--- src/rtl/data_mem_responder_if.sv ---
// Request/response bundle between a data-memory initiator (CPU load/store path)
// and the data_mem_responder target.
interface data_mem_responder_if #(
   parameter int DATA_W = 16,
   parameter int ADDR_W = 16
);
   logic              req_valid;
   logic              req_ready;
   logic              req_we;
   logic [ADDR_W-1:0] req_addr;
   logic [DATA_W-1:0] req_wdata;
   logic              rsp_valid;
   logic              rsp_ready;
   logic [DATA_W-1:0] rsp_rdata;
   logic              rsp_err;
   logic              busy;

   modport master (
      output req_valid, req_we, req_addr, req_wdata, rsp_ready,
      input  req_ready, rsp_valid, rsp_rdata, rsp_err, busy
   );

   modport slave (
      input  req_valid, req_we, req_addr, req_wdata, rsp_ready,
      output req_ready, rsp_valid, rsp_rdata, rsp_err, busy
   );
endinterface

--- src/rtl/data_mem_responder.sv ---
// Word-addressed data memory target with programmable wait states. It handles one
// request at a time and returns one response per request; out-of-range addresses are flagged.
module data_mem_responder #(
   parameter int DATA_W      = 16,
   parameter int ADDR_W      = 16,
   parameter int DEPTH       = 256,
   parameter int WAIT_CYCLES = 2
) (
   input  logic                  clk,
   input  logic                  rst,
   data_mem_responder_if.slave   bus
);
   localparam int              IDX_W     = (DEPTH > 1) ? $clog2(DEPTH) : 1;
   localparam logic [ADDR_W:0] DEPTH_L   = (ADDR_W+1)'(DEPTH);
   localparam logic [3:0]      WAIT_INIT = (WAIT_CYCLES > 0) ? 4'(WAIT_CYCLES - 1) : 4'd0;

   typedef enum logic [1:0] {
      S_IDLE,
      S_WAIT,
      S_RESP
   } state_t;

   state_t            r_state;
   logic              r_req_ready;
   logic              r_rsp_valid;
   logic              r_busy;
   logic              r_rsp_err;
   logic              r_rsp_sel;
   logic [3:0]        r_cnt;
   logic [DATA_W-1:0] r_rd_q;
   logic [DATA_W-1:0] r_mem [DEPTH];

   logic              w_accept;
   logic              w_in_range;
   logic [IDX_W-1:0]  w_idx;
   logic              w_wr_en;
   logic              w_rd_en;

   // No aliasing: any address at or above DEPTH is an error, whatever the upper bits hold.
   assign w_in_range = ({1'b0, bus.req_addr} < DEPTH_L);
   assign w_idx      = bus.req_addr[IDX_W-1:0];
   assign w_accept   = bus.req_valid & r_req_ready;
   assign w_wr_en    = w_accept & bus.req_we & w_in_range & ~rst;
   assign w_rd_en    = w_accept & ~bus.req_we & w_in_range;

   // Storage is deliberately left out of reset so it maps onto block RAM.
   always_ff @(posedge clk) begin
      if (w_wr_en) begin
         r_mem[w_idx] <= bus.req_wdata;
      end
      if (w_rd_en) begin
         r_rd_q <= r_mem[w_idx];
      end
   end

   always_ff @(posedge clk) begin
      if (rst) begin
         r_state     <= S_IDLE;
         r_req_ready <= 1'b1;
         r_rsp_valid <= 1'b0;
         r_busy      <= 1'b0;
         r_rsp_err   <= 1'b0;
         r_rsp_sel   <= 1'b0;
         r_cnt       <= 4'd0;
      end else begin
         case (r_state)
            S_IDLE: begin
               if (w_accept) begin
                  r_req_ready <= 1'b0;
                  r_busy      <= 1'b1;
                  r_rsp_err   <= ~w_in_range;
                  r_rsp_sel   <= ~bus.req_we & w_in_range;
                  if (WAIT_CYCLES == 0) begin
                     r_state     <= S_RESP;
                     r_rsp_valid <= 1'b1;
                  end else begin
                     r_state <= S_WAIT;
                     r_cnt   <= WAIT_INIT;
                  end
               end
            end
            S_WAIT: begin
               if (r_cnt == 4'd0) begin
                  r_state     <= S_RESP;
                  r_rsp_valid <= 1'b1;
               end else begin
                  r_cnt <= r_cnt - 4'd1;
               end
            end
            S_RESP: begin
               if (bus.rsp_ready) begin
                  r_state     <= S_IDLE;
                  r_rsp_valid <= 1'b0;
                  r_busy      <= 1'b0;
                  r_req_ready <= 1'b1;
               end
            end
            default: begin
               r_state     <= S_IDLE;
               r_req_ready <= 1'b1;
               r_rsp_valid <= 1'b0;
               r_busy      <= 1'b0;
            end
         endcase
      end
   end

   // Stores and errors report zero data; loads report the word captured at accept.
   assign bus.rsp_rdata = r_rsp_sel ? r_rd_q : '0;
   assign bus.rsp_valid = r_rsp_valid;
   assign bus.rsp_err   = r_rsp_err;
   assign bus.req_ready = r_req_ready;
   assign bus.busy      = r_busy;
endmodule

--- src/flat_wrapper.sv ---
// flat-port wrapper written by rule: the top's interface ports become plain ports
module data_mem_responder_flat 
#(
   parameter int DATA_W      = 16,
   parameter int ADDR_W      = 16,
   parameter int DEPTH       = 256,
   parameter int WAIT_CYCLES = 2
)
  (clk, rst, bus_req_valid, bus_req_we, bus_req_addr, bus_req_wdata, bus_rsp_ready, bus_req_ready, bus_rsp_valid, bus_rsp_rdata, bus_rsp_err, bus_busy);
  data_mem_responder_if #(.DATA_W(DATA_W), .ADDR_W(ADDR_W)) bus_i ();
  input  logic clk;
  input  logic rst;
  input wire logic [$bits(bus_i.req_valid)-1:0] bus_req_valid;
  input wire logic [$bits(bus_i.req_we)-1:0] bus_req_we;
  input wire logic [$bits(bus_i.req_addr)-1:0] bus_req_addr;
  input wire logic [$bits(bus_i.req_wdata)-1:0] bus_req_wdata;
  input wire logic [$bits(bus_i.rsp_ready)-1:0] bus_rsp_ready;
  output wire logic [$bits(bus_i.req_ready)-1:0] bus_req_ready;
  output wire logic [$bits(bus_i.rsp_valid)-1:0] bus_rsp_valid;
  output wire logic [$bits(bus_i.rsp_rdata)-1:0] bus_rsp_rdata;
  output wire logic [$bits(bus_i.rsp_err)-1:0] bus_rsp_err;
  output wire logic [$bits(bus_i.busy)-1:0] bus_busy;
  assign bus_i.req_valid = bus_req_valid;
  assign bus_i.req_we = bus_req_we;
  assign bus_i.req_addr = bus_req_addr;
  assign bus_i.req_wdata = bus_req_wdata;
  assign bus_i.rsp_ready = bus_rsp_ready;
  assign bus_req_ready = bus_i.req_ready;
  assign bus_rsp_valid = bus_i.rsp_valid;
  assign bus_rsp_rdata = bus_i.rsp_rdata;
  assign bus_rsp_err = bus_i.rsp_err;
  assign bus_busy = bus_i.busy;
  data_mem_responder #(.DATA_W(DATA_W), .ADDR_W(ADDR_W), .DEPTH(DEPTH), .WAIT_CYCLES(WAIT_CYCLES)) u_core (.clk(clk), .rst(rst), .bus(bus_i));
endmodule
--- config.mk ---
export PLATFORM = sky130hd
export DESIGN_NAME = data_mem_responder_flat
export DESIGN_NICKNAME = d
export VERILOG_FILES = /design/src/rtl/data_mem_responder_if.sv /design/src/rtl/data_mem_responder.sv /design/src/flat_wrapper.sv
export SDC_FILE = /design/constraint.sdc
export NUM_CORES = 2
export LEC_CHECK = 0
export CAP_MARGIN = 20
export CORE_ASPECT_RATIO = 0.75
export CORE_UTILIZATION = 53
export DETAILED_ROUTE_END_ITERATION = 6
export HOLD_SLACK_MARGIN = 0.15
export PLACE_DENSITY = 0.65
export RECOVER_POWER = 25
export SLEW_MARGIN = 20
export SYNTH_ARGS = -nofsm -noshare
export SYNTH_HDL_FRONTEND = slang
export SYNTH_SLANG_ARGS = --single-unit
--- constraint.sdc ---
create_clock -name clk -period 5.2 [get_ports clk]
set_clock_uncertainty 0.05 [all_clocks]
set_input_delay 1.04 -clock clk [delete_from_list [all_inputs] [get_ports clk]]
set_output_delay 1.04 -clock clk [all_outputs]
set_load 0.05 [all_outputs]
Word level (Yosys, flattened, before mapping) --
Memories as Yosys holds them, arrays and structs flattened. A register that Yosys moved wholly into a read port is not among the register bits. Index checks and enable logic that the tools add are counted.
Storage, ports and cells: input port bits 37, output and inout bits 20, memory bits (writable) 4096, memories 1, flip-flop bits (word level) 11, logic and storage cells 54
Memory list:
- u_core.r_mem | words 256, width 16, read ports 1, clocked after Yosys merged registers in 1, wr ports 1, line data_mem_responder.sv:31 | logic [DATA_W-1:0] r_mem [DEPTH];
Cells by class: bitwise operators 12, $lt $le $gt $ge 1, add/subtract/negate cells 1, equality and inequality tests 6, multiplexer cells 18, reduce and logical (&&, ||, !) cells 8
Operators with widths (count):
- < comparator 16 x 9 -> 1 bit (second input constant) | 1
- two-way mux 16 bit | 1
- AND reduction 3 bit | 4
- one-hot mux 1 bit (3 select lines) | 3
- two-way mux 4 bit | 2
- one-hot mux 4 bit (2 select lines) | 1
- AND 1 bit | 7
- two-way mux 1 bit | 7
- two-way mux 2 bit | 3
- one-hot mux 2 bit (3 select lines) | 1
- NOT 1 bit | 5
- logical NOT 4 bit | 1
- inequality test 2 x 1 -> 1 bit (second input constant) | 2
- inequality test 2 bit (second input constant) | 2
- subtractor 4 x 1 -> 4 bit (second input constant) | 1
- == test 2 x 1 -> 1 bit (second input constant) | 1
- == test 2 bit (second input constant) | 1
- logical NOT 2 bit | 1
- AND reduction 2 bit | 1
- nonzero test 2 bit | 1

Longest topological paths before layout --
word-level depth 6, mapped depth 9, depth with buffers taken out 7

Worst setup path after synthesis --
Ideal clock, no wire load.
path type input port to flip-flop, start point input bus_req_addr[1], end point memory u_core.r_mem[112][0], enable pin, stages on the path 7, buffers on the path 4, path slack 1.491 ns, arrival 3.270 ns, library setup time 0.388 ns, data required time 4.762 ns, path through buf_2 -> clkbuf_1 -> clkbuf_1 -> nor4_1 -> nand2_1 -> clkbuf_1 -> nor2_1
On the way: longest elaborated chain between the ends 5
RTL lines:
- from (decl) | line flat_wrapper.sv:15 | input wire logic [$bits(bus_i.req_addr)-1:0] bus_req_addr;
- < comparator 16 x 9 -> 1 bit | line data_mem_responder.sv:40 | assign w_in_range = ({1'b0, bus.req_addr} < DEPTH_L);
- AND 1 bit (2 in a row) | line data_mem_responder.sv:43 | assign w_wr_en = w_accept & bus.req_we & w_in_range & ~rst;
- two-way mux 1 bit | line data_mem_responder.sv:48 | if (w_wr_en) begin
- two-way mux 1 bit (not written as such) | line data_mem_responder.sv:49 | r_mem[w_idx] <= bus.req_wdata;
- to (decl) | line data_mem_responder.sv:31
Several ways; a longest one is shown, not always the timed one.

Worst setup path after layout --
start point input bus_req_wdata[5], end point memory u_core.r_mem[131][5] (data pin)
RTL lines:
- from (decl) | line flat_wrapper.sv:16 | input wire logic [$bits(bus_i.req_wdata)-1:0] bus_req_wdata;
No word-level cell before the write port.

==> impl_metrics.json <==
{
  "status": "finished, violations left",
  "placed_area_sq_um": 166100,
  "grt_max_degree": 137,
  "slowest_delay_ns": 3.06,
  "cts-hold-fix-buffers": 0,
  "wl_per_cell_microns": 34.92,
  "cts_tree": "yes",
  "io_buffer_count": 56,
  "synthCells": 6786,
  "drt-total-wl_mm": 409.2,
  "multiInputGateArea_sq_um": 30770,
  "slew_violations": 1454,
  "critical_path_class": "in2reg",
  "p_int_mw": 52.30,
  "crit_slowest_cell": "dlymetal6s2s_1",
  "p_switching_mw": 14.00,
  "fp-row-count": 172,
  "final_cells": 11720,
  "hold_slack_ns": 0.4479,
  "fp.dieArea_sq_um": 296500,
  "drtIter0Drc": 12060,
  "core-area_sq_um": 292700,
  "ctsResizeCount": 0,
  "finalWorstSetupSlack_ns": 0.7071,
  "setup_violations": 0,
  "synth_area_sq_um": 156000,
  "initial_core_util": 0.5329,
  "grt_usage": 0.2746,
  "clock_sinks": 4123,
  "n_fill_cell": 20060,
  "die_h_microns": 471.8,
  "power_mw": 66.29,
  "ir_drop_mv": 0.3246,
  "drv_cap": 19,
  "ys_async_sr_fraction": 0,
  "worstPathMaxFanout": 89,
  "synth_cell_types": 32,
  "antenna_found_initial": 18,
  "cts.htree.levels": 5,
  "pwr-share-clk": 0.399,
  "end_kind": "register",
  "clock_latency_ns": 0.91,
  "seqPwrFrac": 0.552,
  "syn_avg_cell_area_sq_um": 22.98,
  "pre_cts_slack_ns": 0.2109,
  "violations": "capacitance limit, slew limit",
  "fin_tns_setup_ns": 0,
  "cts-buffers-inserted": 378,
  "rsz0062_at_grt": "false",
  "cts_setup_buffers": 0,
  "grt_pass1_vias": 74770,
  "ys_seq_area_frac": 0.7931,
  "drive_above_1_share": 0.2921,
  "final_cell_mix": "4112 x edfxtp_1, 1024 x mux4_2, 600 x buf_4",
  "critPathLaunchType": "primary input",
  "slew-limit-headroom": -2.097,
  "synth_ff_type": "edfxtp_1",
  "crit_required_ns": 5.16,
  "cp.arrival_ns": 4.45,
  "power.density_nw_per_um2": 373.4,
  "nets": 7525,
  "drc": 0,
  "grt-ovfl-total": 0,
  "io_pins": 57,
  "fmax_mhz": 222.6,
  "yosys_warnings": 0,
  "post-route-period-util": 0.8640,
  "hp-class": "reg2reg",
  "hold_violations": 0,
  "critPathBufInv": 1,
  "chipWidth_microns": 628.4,
  "share_comb_of_total_power": 0.049,
  "gp_congestion": 0.8611,
  "worstPathCellList": "dlymetal6s2s_1",
  "fin_crit_ns": 4.493,
  "via_per_inst": 6.578,
  "clockBufferDepth": 4,
  "synth_edf_count": 4112,
  "worst_slew_pin_slew_ns": 4.646,
  "num_vias": 77090,
  "ant_nets": 0,
  "dp_hpwl_mm": 246.4,
  "placed_cells": 11020,
  "regArea_sq_um": 123700,
  "area_growth_pct": 13.82,
  "p_leak_nw": 55.11,
  "cts_root_buffer": "clkbuf_16",
  "syn_nets": 6825,
  "final_util": 0.6066,
  "first_pass_iters": 5,
  "sw_frac_of_total": 0.2111,
  "critPathTopFamily": "buffers and inverters",
  "stdcell_area_sq_um": 177500,
  "grt_pass1_wl_mm": 574.4,
  "synth_seq_cells": 4123,
  "final_common_cell": "edfxtp_1",
  "clk_pin_slew_ns": 0.06
}
[state kept, by name (all words and copies together), names as in the netlist, 2 cells and up]
name and count:
u_core.r_cnt 4, u_core.r_mem 4096, u_core.r_rd_q 16, u_core.r_state 2
[synth_stat cells (2+ instances only)]
library cell | count | area (sq um)
clkbuf_1 | 259 | 972.2
buf_6 | 9 | 101.4
buf_2 | 88 | 440.4
dfxtp_1 | 11 | 220.2
edfxtp_1 | 4112 | 123500
nand2_1 | 35 | 131.4
o21bai_1 | 2 | 15.01
a21oi_1 | 264 | 1321
mux4_2 | 1024 | 23060
nor3b_1 | 2 | 15.01
nor4_1 | 4 | 25.02
nor2b_1 | 7 | 43.79
inv_1 | 4 | 15.01
and2_1 | 18 | 112.6
buf_4 | 24 | 180.2
nand4_1 | 16 | 100.1
nand3_1 | 4 | 20.02
a22oi_1 | 512 | 3844
xor2_1 | 2 | 17.52
ha_1 | 2 | 25.02
nor2_1 | 270 | 1013
o41ai_1 | 64 | 560.5
buf_1 | 36 | 135.1
nand2b_1 | 3 | 18.77
nor3_1 | 6 | 30.03
nor4_2 | 2 | 25.02
[power by group through the flow]
stage / logic, mW / registers (mW) / clock network (mW)
2_1_floorplan: 1.54 / 37.3 / 0
4_1_cts: 3.29 / 36.6 / 26.7
6_report: 3.27 / 36.6 / 26.4
3_5_place_dp: 3.29 / 37.3 / 0
3_3_place_gp: 3.23 / 37.3 / 0
5_1_grt: 3.42 / 36.6 / 27.9
[path summary, 6_finish.rpt]
check	startpoint	to	slack, ns	cells after the start
worst max-delay path	bus_req_wdata[5]	u_core.r_mem[131][5]	0.71	1
worst min-delay path	u_core.bus.busy	u_core.bus.busy	0.45	2
worst max register to register	u_core.bus.req_ready	u_core.r_mem[105][15]	1.65	5
worst min register to register	u_core.bus.busy	u_core.bus.busy	0.45	2
[cells by family (layout without fill, tap and decap cells)]
logic type,after synthesis,in the layout,synth area share
XOR/XNOR,2,2,0.0001123
flip-flops,4123,4123,0.7931
AND/OR/NAND/NOR,369,369,0.009939
buffers and inverters,420,1420,0.01182
other,0,18,0
AO/OA/AOI/OAI,845,845,0.03696
adder cells (fa/ha/maj),2,2,0.0001604
multiplexers,1025,1025,0.1479
[layout make-up]
class / count / area share
diodes: 18 / 0.0002537
clock buffers: 466 / 0.05634
clock inverters: 214 / 0.008605
inverters: 4 / 0.00008457
multi-input cells: 2243 / 0.1733
flip-flops and latches: 4123 / 0.6968
well taps: 3915 / 0.02759
repair buffers: 736 / 0.03704
[worst min-delay path, stage by stage, from the launching register on]
cell     delay (ns)
dfxtp_1        0.32
nand2_1        0.06
a21oi_1        0.06
[layer usage]
| metal | track usage | wire length (microns) | share of wire |
|---|---|---|---|
| met1 | 0.4239 | 166100 | 0.41 |
| met2 | 0.4065 | 186300 | 0.46 |
| met3 | 0.05650 | 45380 | 0.11 |
| met4 | 0.06893 | 11320 | 0.028 |
| met5 | 0 | 81 | 0.00020 |
Power figures use the tool's default switching activity.
